===== src/rtl/pipeline_control_unit.sv =====
// Control path for a 5-stage RV32I pipeline: D decode, D/E-E/M-M/W control registers, E branch resolve, hazard stall/flush.
// Define LOAD_USE_STALL_EN to compute the load-use stall internally; otherwise StallIn supplies it.
module pipeline_control_unit #(
  parameter int OP_WIDTH       = 7,
  parameter int FUNCT3_WIDTH   = 3,
  parameter int ALU_CTRL_WIDTH = 4,
  parameter int IMM_SRC_WIDTH  = 3,
  parameter int ALU_OP_WIDTH   = 3,
  parameter int REG_ADDR_WIDTH = 5
) (
  input  logic                      clk,
  input  logic                      rst,
  input  logic [OP_WIDTH-1:0]       opD,
  input  logic [FUNCT3_WIDTH-1:0]   funct3D,
  input  logic                      funct7_5D,
  input  logic [REG_ADDR_WIDTH-1:0] Rs1D,
  input  logic [REG_ADDR_WIDTH-1:0] Rs2D,
  input  logic [REG_ADDR_WIDTH-1:0] RdD,
  input  logic                      ZeroE,
  input  logic                      NE,
  input  logic                      CE,
  input  logic                      VE,
  input  logic                      StallIn,
  output logic [IMM_SRC_WIDTH-1:0]  ImmSrcD,
  output logic [ALU_CTRL_WIDTH-1:0] ALUControlE,
  output logic                      ALUSrcE,
  output logic                      PCSrcE,
  output logic                      MemWriteM,
  output logic [1:0]                ResultSrcW,
  output logic                      RegWriteM,
  output logic                      RegWriteW,
  output logic [REG_ADDR_WIDTH-1:0] RdE,
  output logic [REG_ADDR_WIDTH-1:0] RdM,
  output logic [REG_ADDR_WIDTH-1:0] RdW,
  output logic                      StallF,
  output logic                      StallD,
  output logic                      FlushD,
  output logic                      FlushE
);

  localparam logic [OP_WIDTH-1:0] OPC_LOAD   = OP_WIDTH'(7'b0000011);
  localparam logic [OP_WIDTH-1:0] OPC_STORE  = OP_WIDTH'(7'b0100011);
  localparam logic [OP_WIDTH-1:0] OPC_R      = OP_WIDTH'(7'b0110011);
  localparam logic [OP_WIDTH-1:0] OPC_I      = OP_WIDTH'(7'b0010011);
  localparam logic [OP_WIDTH-1:0] OPC_BRANCH = OP_WIDTH'(7'b1100011);
  localparam logic [OP_WIDTH-1:0] OPC_JAL    = OP_WIDTH'(7'b1101111);
  localparam logic [OP_WIDTH-1:0] OPC_JALR   = OP_WIDTH'(7'b1100111);
  localparam logic [OP_WIDTH-1:0] OPC_LUI    = OP_WIDTH'(7'b0110111);
  localparam logic [OP_WIDTH-1:0] OPC_AUIPC  = OP_WIDTH'(7'b0010111);

  localparam logic [IMM_SRC_WIDTH-1:0] IMM_I = IMM_SRC_WIDTH'(3'b000);
  localparam logic [IMM_SRC_WIDTH-1:0] IMM_S = IMM_SRC_WIDTH'(3'b001);
  localparam logic [IMM_SRC_WIDTH-1:0] IMM_B = IMM_SRC_WIDTH'(3'b010);
  localparam logic [IMM_SRC_WIDTH-1:0] IMM_J = IMM_SRC_WIDTH'(3'b011);
  localparam logic [IMM_SRC_WIDTH-1:0] IMM_U = IMM_SRC_WIDTH'(3'b100);

  localparam logic [ALU_OP_WIDTH-1:0] ALUOP_ADD = ALU_OP_WIDTH'(3'd0);
  localparam logic [ALU_OP_WIDTH-1:0] ALUOP_SUB = ALU_OP_WIDTH'(3'd1);
  localparam logic [ALU_OP_WIDTH-1:0] ALUOP_R   = ALU_OP_WIDTH'(3'd2);
  localparam logic [ALU_OP_WIDTH-1:0] ALUOP_I   = ALU_OP_WIDTH'(3'd3);
  localparam logic [ALU_OP_WIDTH-1:0] ALUOP_LUI = ALU_OP_WIDTH'(3'd4);

  // ALUControl encoding shared with the datapath ALU; add is 0 so a bubble is harmless
  localparam logic [ALU_CTRL_WIDTH-1:0] ALU_ADD   = ALU_CTRL_WIDTH'(4'h0);
  localparam logic [ALU_CTRL_WIDTH-1:0] ALU_SUB   = ALU_CTRL_WIDTH'(4'h1);
  localparam logic [ALU_CTRL_WIDTH-1:0] ALU_AND   = ALU_CTRL_WIDTH'(4'h2);
  localparam logic [ALU_CTRL_WIDTH-1:0] ALU_OR    = ALU_CTRL_WIDTH'(4'h3);
  localparam logic [ALU_CTRL_WIDTH-1:0] ALU_XOR   = ALU_CTRL_WIDTH'(4'h4);
  localparam logic [ALU_CTRL_WIDTH-1:0] ALU_SLT   = ALU_CTRL_WIDTH'(4'h5);
  localparam logic [ALU_CTRL_WIDTH-1:0] ALU_SLTU  = ALU_CTRL_WIDTH'(4'h6);
  localparam logic [ALU_CTRL_WIDTH-1:0] ALU_SLL   = ALU_CTRL_WIDTH'(4'h7);
  localparam logic [ALU_CTRL_WIDTH-1:0] ALU_SRL   = ALU_CTRL_WIDTH'(4'h8);
  localparam logic [ALU_CTRL_WIDTH-1:0] ALU_SRA   = ALU_CTRL_WIDTH'(4'h9);
  localparam logic [ALU_CTRL_WIDTH-1:0] ALU_PASSB = ALU_CTRL_WIDTH'(4'hA);

  logic                      valid_d;
  logic                      reg_write_d, mem_write_d, branch_d, jump_d, alu_src_d;
  logic [1:0]                result_src_d;
  logic [IMM_SRC_WIDTH-1:0]  imm_src_d;
  logic [ALU_OP_WIDTH-1:0]   alu_op_d;
  logic [ALU_CTRL_WIDTH-1:0] alu_ctrl_d;
  logic [REG_ADDR_WIDTH-1:0] rd_d;

  logic                      reg_write_e, mem_write_e, branch_e, jump_e, alu_src_e;
  logic [1:0]                result_src_e;
  logic [ALU_CTRL_WIDTH-1:0] alu_ctrl_e;
  logic [FUNCT3_WIDTH-1:0]   funct3_e;
  logic [REG_ADDR_WIDTH-1:0] rd_e;

  logic                      reg_write_m, mem_write_m;
  logic [1:0]                result_src_m;
  logic [REG_ADDR_WIDTH-1:0] rd_m;

  logic                      reg_write_w;
  logic [1:0]                result_src_w;
  logic [REG_ADDR_WIDTH-1:0] rd_w;

  logic lt, ltu, taken, pc_src, lw_stall;

  always_comb begin
    valid_d      = 1'b1;
    reg_write_d  = 1'b0;
    mem_write_d  = 1'b0;
    branch_d     = 1'b0;
    jump_d       = 1'b0;
    alu_src_d    = 1'b0;
    result_src_d = 2'b00;
    imm_src_d    = IMM_I;
    alu_op_d     = ALUOP_ADD;
    case (opD)
      OPC_LOAD: begin
        reg_write_d  = 1'b1;
        result_src_d = 2'b01;
        alu_src_d    = 1'b1;
      end
      OPC_STORE: begin
        mem_write_d = 1'b1;
        alu_src_d   = 1'b1;
        imm_src_d   = IMM_S;
      end
      OPC_R: begin
        reg_write_d = 1'b1;
        alu_op_d    = ALUOP_R;
      end
      OPC_I: begin
        reg_write_d = 1'b1;
        alu_src_d   = 1'b1;
        alu_op_d    = ALUOP_I;
      end
      OPC_BRANCH: begin
        branch_d  = 1'b1;
        imm_src_d = IMM_B;
        alu_op_d  = ALUOP_SUB;
      end
      OPC_JAL: begin
        reg_write_d  = 1'b1;
        result_src_d = 2'b10;
        jump_d       = 1'b1;
        imm_src_d    = IMM_J;
      end
      OPC_JALR: begin
        reg_write_d  = 1'b1;
        result_src_d = 2'b10;
        jump_d       = 1'b1;
        alu_src_d    = 1'b1;
      end
      OPC_LUI: begin
        reg_write_d = 1'b1;
        alu_src_d   = 1'b1;
        imm_src_d   = IMM_U;
        alu_op_d    = ALUOP_LUI;
      end
      OPC_AUIPC: begin
        reg_write_d = 1'b1;
        alu_src_d   = 1'b1;
        imm_src_d   = IMM_U;
      end
      default: valid_d = 1'b0;
    endcase
  end

  // funct7_5 selects sub only for register-register ops; for I-type it is immediate bit 10
  always_comb begin
    alu_ctrl_d = ALU_ADD;
    case (alu_op_d)
      ALUOP_SUB: alu_ctrl_d = ALU_SUB;
      ALUOP_LUI: alu_ctrl_d = ALU_PASSB;
      ALUOP_R, ALUOP_I: begin
        case (funct3D)
          3'b000:  alu_ctrl_d = (alu_op_d == ALUOP_R && funct7_5D) ? ALU_SUB : ALU_ADD;
          3'b001:  alu_ctrl_d = ALU_SLL;
          3'b010:  alu_ctrl_d = ALU_SLT;
          3'b011:  alu_ctrl_d = ALU_SLTU;
          3'b100:  alu_ctrl_d = ALU_XOR;
          3'b101:  alu_ctrl_d = funct7_5D ? ALU_SRA : ALU_SRL;
          3'b110:  alu_ctrl_d = ALU_OR;
          3'b111:  alu_ctrl_d = ALU_AND;
          default: alu_ctrl_d = ALU_ADD;
        endcase
      end
      default: alu_ctrl_d = ALU_ADD;
    endcase
  end

  assign rd_d    = valid_d ? RdD : '0;
  assign ImmSrcD = imm_src_d;

  always_ff @(posedge clk) begin
    if (rst) begin
      reg_write_e  <= 1'b0;
      mem_write_e  <= 1'b0;
      branch_e     <= 1'b0;
      jump_e       <= 1'b0;
      alu_src_e    <= 1'b0;
      result_src_e <= 2'b00;
      alu_ctrl_e   <= '0;
      funct3_e     <= '0;
      rd_e         <= '0;
      reg_write_m  <= 1'b0;
      mem_write_m  <= 1'b0;
      result_src_m <= 2'b00;
      rd_m         <= '0;
      reg_write_w  <= 1'b0;
      result_src_w <= 2'b00;
      rd_w         <= '0;
    end else begin
      if (FlushE) begin
        reg_write_e  <= 1'b0;
        mem_write_e  <= 1'b0;
        branch_e     <= 1'b0;
        jump_e       <= 1'b0;
        alu_src_e    <= 1'b0;
        result_src_e <= 2'b00;
        alu_ctrl_e   <= '0;
        funct3_e     <= '0;
        rd_e         <= '0;
      end else begin
        reg_write_e  <= reg_write_d;
        mem_write_e  <= mem_write_d;
        branch_e     <= branch_d;
        jump_e       <= jump_d;
        alu_src_e    <= alu_src_d;
        result_src_e <= result_src_d;
        alu_ctrl_e   <= alu_ctrl_d;
        funct3_e     <= funct3D;
        rd_e         <= rd_d;
      end
      reg_write_m  <= reg_write_e;
      mem_write_m  <= mem_write_e;
      result_src_m <= result_src_e;
      rd_m         <= rd_e;
      reg_write_w  <= reg_write_m;
      result_src_w <= result_src_m;
      rd_w         <= rd_m;
    end
  end

  // C is carry-out of A-B, so unsigned less-than is its complement
  assign lt  = NE ^ VE;
  assign ltu = ~CE;

  always_comb begin
    case (funct3_e)
      3'b000:  taken = ZeroE;
      3'b001:  taken = ~ZeroE;
      3'b100:  taken = lt;
      3'b101:  taken = ~lt;
      3'b110:  taken = ltu;
      3'b111:  taken = ~ltu;
      default: taken = 1'b0;
    endcase
  end

  assign pc_src = jump_e | (branch_e & taken);

`ifdef LOAD_USE_STALL_EN
  logic unused_stall_in;
  assign unused_stall_in = StallIn;
  assign lw_stall = (result_src_e == 2'b01) && (rd_e != '0) && ((rd_e == Rs1D) || (rd_e == Rs2D));
`else
  logic unused_rs;
  assign unused_rs = ^{Rs1D, Rs2D};
  assign lw_stall  = StallIn;
`endif

  // A redirect discards the stalled instruction anyway, so flush wins over stall
  assign PCSrcE      = pc_src;
  assign StallF      = lw_stall & ~pc_src;
  assign StallD      = lw_stall & ~pc_src;
  assign FlushD      = pc_src;
  assign FlushE      = lw_stall | pc_src;
  assign ALUControlE = alu_ctrl_e;
  assign ALUSrcE     = alu_src_e;
  assign RdE         = rd_e;
  assign MemWriteM   = mem_write_m;
  assign RegWriteM   = reg_write_m;
  assign RdM         = rd_m;
  assign RegWriteW   = reg_write_w;
  assign ResultSrcW  = result_src_w;
  assign RdW         = rd_w;

endmodule


===== config.mk =====
export PLATFORM = sky130hd
export DESIGN_NAME = pipeline_control_unit
export DESIGN_NICKNAME = d
export VERILOG_FILES = /design/src/rtl/pipeline_control_unit.sv
export SDC_FILE = /design/constraint.sdc
export NUM_CORES = 1
export LEC_CHECK = 0
export ABC_AREA = 1
export BUFFER_PORTS_ARGS = -buffer_cell sky130_fd_sc_hd__buf_2
export CORE_MARGIN = 3
export CORE_UTILIZATION = 47
export DETAILED_ROUTE_END_ITERATION = 16
export HOLD_SLACK_MARGIN = 0.08
export PLACE_DENSITY = 0.79
export SLEW_MARGIN = 20
export SYNTH_ARGS = -nofsm -noshare
export SYNTH_HDL_FRONTEND = slang
export SYNTH_SLANG_ARGS = --single-unit

===== constraint.sdc =====
create_clock -name clk -period 1.4 [get_ports clk]
set_input_delay 0.21 -clock clk [delete_from_list [all_inputs] [get_ports clk]]
set_output_delay 0.21 -clock clk [all_outputs]
set_load 0.01 [all_outputs]

Word-level counts from Yosys, hierarchy flattened
Index checks and enable logic that the tools add are counted.
W data, S select, Z words.
{"block": "totals", "reg_bits": 36, "word_cells": 76}
{"block": "op_classes", "eq_ne": 25, "mux": 14, "bitwise_logic": 10, "reduce_logical": 11}
{"op": "$pmux W4 S8", "n": 1}
{"op": "$eq A3 B3 Y1 const B", "n": 9}
{"op": "$pmux W3 S4", "n": 2}
{"op": "$eq A7 B6 Y1 const B", "n": 3}
{"op": "$eq A7 B7 Y1 const B", "n": 3}
{"op": "$eq A7 B5 Y1 const B", "n": 2}
{"op": "$eq A3 B2 Y1 const B", "n": 4}
{"op": "$pmux W4 S3", "n": 1}
{"op": "$eq A3 B1 Y1 const B", "n": 3}
{"op": "$reduce_or A9 Y1", "n": 1}
{"op": "$mux W1", "n": 8}
{"op": "$reduce_or A2 Y1", "n": 4}
{"op": "$eq A7 B2 Y1 const B", "n": 1}
{"op": "$reduce_or A7 Y1", "n": 1}
{"op": "$logic_not A3 Y1", "n": 2}
{"op": "$pmux W1 S6", "n": 1}
{"op": "$reduce_or A6 Y1", "n": 1}
{"op": "$not A1 Y1", "n": 5}
{"op": "$pmux W2 S2", "n": 1}
{"op": "$reduce_or A3 Y1", "n": 1}
{"op": "$and A1 B1 Y1", "n": 2}
{"op": "$or A1 B1 Y1", "n": 2}
{"op": "$logic_and A1 B1 Y1", "n": 1}
{"op": "$xor A1 B1 Y1", "n": 1}

Logic depth before layout (Yosys ltp)
{"block": "logic_depth", "ltp_word": 7, "ltp_mapped": 11, "ltp_nobuf": 10}

Worst setup path after synthesis
No wires, ideal clock.
{"block": "synth_timing", "path_kind": "register to output", "startpoint": "register funct3_e[0]", "endpoint": "output port StallF", "arrival_time_ps": 1242, "required_ps": 1190, "setup_slack_ps": -52, "path_stages_with_launch": 12, "path_cell_list": "dfxtp_1 > inv_2 > nand2_2 > nand2_1 > nand2_1 > nand2_1 > clkinv_1 > nand2_2 > nand2_4 > nand2_1 > nor2_1 > buf_4"}
{"block": "synth_between", "elab_chain_cells": 6, "elab_cells_between_ends": 11, "cone_classes": "eq/ne (5); mux (1); bitwise (4); reduce/logical (1)"}
{"element": "start: declaration", "line_no": "87", "source": "logic [FUNCT3_WIDTH-1:0] funct3_e;"}
{"element": "start signal: assignment", "line_no": "225", "source": "funct3_e <= funct3D;"}
{"element": "$eq A3 B3 Y1, or another cell as far along", "line_no": "243", "source": "case (funct3_e)"}
{"element": "$pmux W1 S6 (*)", "line_no": "243"}
{"element": "$and A1 B1 Y1 (*)", "line_no": "254", "source": "assign pc_src = jump_e | (branch_e & taken);"}
{"element": "$or A1 B1 Y1 (*)", "line_no": "254"}
{"element": "net FlushD", "line_no": "37", "source": "output logic FlushD,"}
{"element": "$not A1 Y1 (*)"}
{"element": "$and A1 B1 Y1 (*)"}
{"element": "end: declaration", "line_no": "35", "source": "output logic StallF,"}
Mark *: on every way through the listed nets, which the timed path passes. The rest lies on a longest branch.

Worst setup path after layout
{"block": "layout_timing", "startpoint": "register funct3_e[0]", "endpoint": "output port StallD"}
{"block": "layout_between", "elab_chain_cells": 6, "elab_cells_between_ends": 11, "cone_classes": "eq/ne (5); mux (1); bitwise (4); reduce/logical (1)"}
{"element": "$eq A3 B3 Y1, or another cell as far along", "line_no": "243"}
{"element": "$pmux W1 S6 (*)", "line_no": "243"}
{"element": "$and A1 B1 Y1 (*)", "line_no": "254"}
{"element": "$or A1 B1 Y1 (*)", "line_no": "254"}
{"element": "$not A1 Y1 (*)", "line_no": "269", "source": "assign StallD = lw_stall & ~pc_src;"}
{"element": "$and A1 B1 Y1 (*)", "line_no": "269"}
{"element": "end: declaration", "line_no": "36", "source": "output logic StallD,"}
Mark *: on every way between the ends. The rest lies on a longest branch, timed or not.

==> metrics.csv <==
stage;metric;value;unit
status;run_status;finished with violations;
status;failed_checks;negative setup slack;
placed_design;pre_cts_ws;-103;ps
cts;cts_inserted_buffers;5;
critical_path;setup.worst_path.end_class;output port;
floorplanning;coreArea;3100;sq um
logic_synthesis;synthTopCellsByCount;sky130_fd_sc_hd__dfxtp_1 (36), sky130_fd_sc_hd__inv_1 (36), sky130_fd_sc_hd__nor2_1 (29);
logic_synthesis;synthTopCellsByArea;sky130_fd_sc_hd__dfxtp_1 (46%), sky130_fd_sc_hd__inv_1 (8.7%), sky130_fd_sc_hd__nor2_4 (8.0%), sky130_fd_sc_hd__nor2_1 (7.0%), sky130_fd_sc_hd__nand2_1 (4.6%);
sta;achievable-frequency;617;MHz
drt;viasPerCell;4.25;
sta;finalClockSkew;11.7;ps
cts;clock_sinks;36;
placed_design;dp_cells;282;
logic_synthesis;yosys.area.top_type_share;0.465;
critical_path;timing.critical_path.cells;inv_2, nand2_1, nand3b_1, a21boi_2, nand2_4, nand2_4, nor2_4, buf_2;
sta;final.period_utilization;1.16;
cts;cts_tree;yes;
drt;route.met2.wl;1550;um
worst_hold_path;holdCritStartpoint;RdD[3];
cts;cts.htree.levels;2;
critical_path;worst_r2r_startpoint;funct3_e[0]$_SDFF_PP0_;
layout;instances_no_fill;298;
critical_path;timing.critical_path.buf_inv;2;
drt;met3RoutedLength;175;um
layout;area_delta_synth_final;30.7;%
global_routing;grt_pass1_vias;1089;
drt;route.layer.met1.wl;1160;um
cts;max-clock-path-buffers;2;
floorplanning;initial_core_util;0.500;
critical_path;worst_path_largest_cell_delay;370;ps
drt;drt-wirelength-per-cell;9.87;um
logic_synthesis;synth.net_count;217;
critical_path;worst_setup_path_endpoint;StallD;
global_routing;wire_length_of_the_first_global_routing_pass;4610;um
drt;routed_wl;2940;um
global_routing;largest_net_degree_at_the_start_of_global_routing;18;
power_and_ir_drop;irDropWorstVdd;0.468;mV
placed_design;post-dp-hpwl;2100;um
global_routing;antenna_found_initial;0;
critical_path;path_depth;8;
floorplanning;die_w;63.4;um
critical_path;worstSetupStartpoint;funct3_e[0]$_SDFF_PP0_;
sta;report.final.setup_viol;5;
floorplanning;chipHeight;63.4;um
critical_path;crit_family;flip-flops;
layout;num_antenna_cells;0;
critical_path;arrival;1410;ps
logic_synthesis;ys_seq_elements;36;
sta;timing.max_slew.rel_slack;0.803;
critical_path;worstPathMaxFanout;4;
worst_hold_path;hold_path.class;in -> reg;
placed_design;dpl_cell_area;1870;sq um
logic_synthesis;syn-mean-instance-area;8.43;sq um
sta;final_ws_setup;-222;ps
sta;tightest_slew;294;ps
floorplanning;dieArea;4020;sq um
logic_synthesis;syn_inst;184;
layout;layout-drive-gt1-share;0.449;
cts;clock_tree.root_cell;sky130_fd_sc_hd__clkbuf_4;
cts;cts.reportedPaths.clkPinSlew;120;ps
critical_path;critPathKind;reg -> out;
drt;drc;0;
critical_path;startpoint_type;flop;
drt;route.top_layer_used;met4;
global_routing;groute.usage.overall;0.145;
flow_run;drv.max_cap_violation_count;0;
logic_synthesis;postSynth.topFlopCell;sky130_fd_sc_hd__dfxtp_1;
layout;design.final.nets;286;
critical_path;rr_endpoint;ALUControlE[3]$_SDFF_PP0_;
power_and_ir_drop;power;1.78;mW
placed_design;gp_routability_congestion;0.798;
power_and_ir_drop;power.density;880;nW/um^2
floorplanning;row_count;20;
power_and_ir_drop;static_leakage;0.990;nW
logic_synthesis;cell_variety_after_synth;26;
drt;drt-pass1-iter-count;4;
global_routing;globalRoute.totalOverflow;0;
logic_synthesis;synthArstFlopShare;0;
sta;min_period;1620;ps
layout;seq_area;722;sq um
layout;design_area;2030;sq um
critical_path;reg2reg_depth;9;
sta;grt_setup_unrepaired;yes;
floorplanning;floorplan.io_pins;66;
drt;drtAntennaViolNets;0;
sta;final-hold-violation-count;0;
critical_path;setup.reg_to_reg.worst_slack;0;ps
placed_design;portBuffers;55;
logic_synthesis;post_synth_instance_area;1550;sq um
logic_synthesis;post-synth-top-area-cell;sky130_fd_sc_hd__dfxtp_1;
cts;clkLatencyLatePin;340;ps
drt;detailedRoute.firstIterationViolations;47;
critical_path;cell_with_the_most_instances_on_the_worst_path;sky130_fd_sc_hd__nand2_4;
sta;drv_slew;0;
drt;vias;1266;
critical_path;critPathRequiredTime;1190;ps
layout;filler_cell_count;275;
layout;multi_input_area;651;sq um
logic_synthesis;sequential_cell_area_fraction_in_the_yosys_report;0.465;
critical_path;crit_slowest_cell;sky130_fd_sc_hd__dfxtp_2;
logic_synthesis;number_of_enable_type_register_cells_in_the_synthesized_netlist;0;
logic_synthesis;yosys_warnings;0;
## per-layer routing
| metal | track usage | vias up |
|---|---|---|
| met1 | 0.160 | 538 |
| met3 | 0.0463 | 6 |
| met5 | 0 | - |
| li1 | - | 687 |
| met2 | 0.252 | 35 |
| met4 | 0.0674 | 0 |
## flip-flops by register name, indices dropped and copies added (netlist names)
signal,cells
RdE,5
RdM,5
RdW,5
ALUControlE,4
funct3_e,3
ResultSrcW,2
result_src_e,2
result_src_m,2
ALUSrcE,1
MemWriteM,1
RegWriteM,1
RegWriteW,1
branch_e,1
jump_e,1
mem_write_e,1
reg_write_e,1
## tightest hold or removal path: cells and delay by family
family / cells / cell delay [ps]
simple gates: 1 / 40
buf+inv: 2 / 140
## worst min path at each step
stage / endpoint / cells after the start
after floorplan: RdE[0]$_SDFF_PP0_ / 2
after global placement: ResultSrcW[0]$_SDFF_PP0_ / 2
after detailed placement: ResultSrcW[0]$_SDFF_PP0_ / 2
after CTS: RdE[4]$_SDFF_PP0_ / 3
after global routing: RdE[2]$_SDFF_PP0_ / 3
final: RdE[3]$_SDFF_PP0_ / 3
## kinds of logic after synthesis
family	Yosys count	share of synthesized area
AND/OR/NAND/NOR	90	0.362
buffers and inverters	46	0.127
flip-flops	36	0.465
AO/OA/AOI/OAI	12	0.0460
## cells in the final DEF, fill, tap and decap left out, drive strengths merged
cell | netlist | final
buf | 3 | 65
a21oi | 6 | 6
nor3 | 10 | 10
clkinv | 1 | 4
nand2 | 27 | 27
dlygate4sd3 | 0 | 2
nand3 | 6 | 6
nand4 | 3 | 3
inv | 40 | 40
nand3b | 1 | 1
nor2 | 43 | 43
clkbuf | 2 | 5
a22oi | 1 | 1
a21boi | 1 | 1
a31oi | 2 | 2
dfxtp | 36 | 36
o21ai | 2 | 2
## power by group
group | total [mW] | leakage [nW] | internal, mW | switching (mW)
Clock | 0.541 | 0.0349 | 0.193 | 0.349
Combinational | 0.206 | 0.664 | 0.0838 | 0.122
Sequential | 1.04 | 0.291 | 1.03 | 0.00378
## per-stage QoR
stage | TNS [ps] | hold WS [ps] | utilization
final | -953 | 83.7 | 0.653
after global routing | -2720 | 84.5 | 0.653
after CTS | -1160 | 85.9 | 0.640
after detailed placement | -250 | 392 | 0.603
after global placement | -174 | 393 | 0.603
after floorplan | 0 | 341 | -
## cell type report
type / count / area share
Clock buffer: 5 / 0.0185
Clock inverter: 3 / 0.00926
Inverter: 41 / 0.0760
Multi-Input combinational cell: 102 / 0.321
Sequential cell: 36 / 0.356
Tap cell: 44 / 0.0272
Timing Repair Buffer: 67 / 0.191
## timing repair
| item | CTS | global route |
|---|---|---|
| hold buffers | 0 | 2 |
| gates resized for setup | 5 | 4 |
| setup buffers | 5 | 1 |
| setup endpoints to repair | 19 | 18 |
| endpoints found under the hold margin | 0 | 2 |
| pin swaps | 3 | 2 |
No activity file was read; power rests on OpenSTA's default activity.
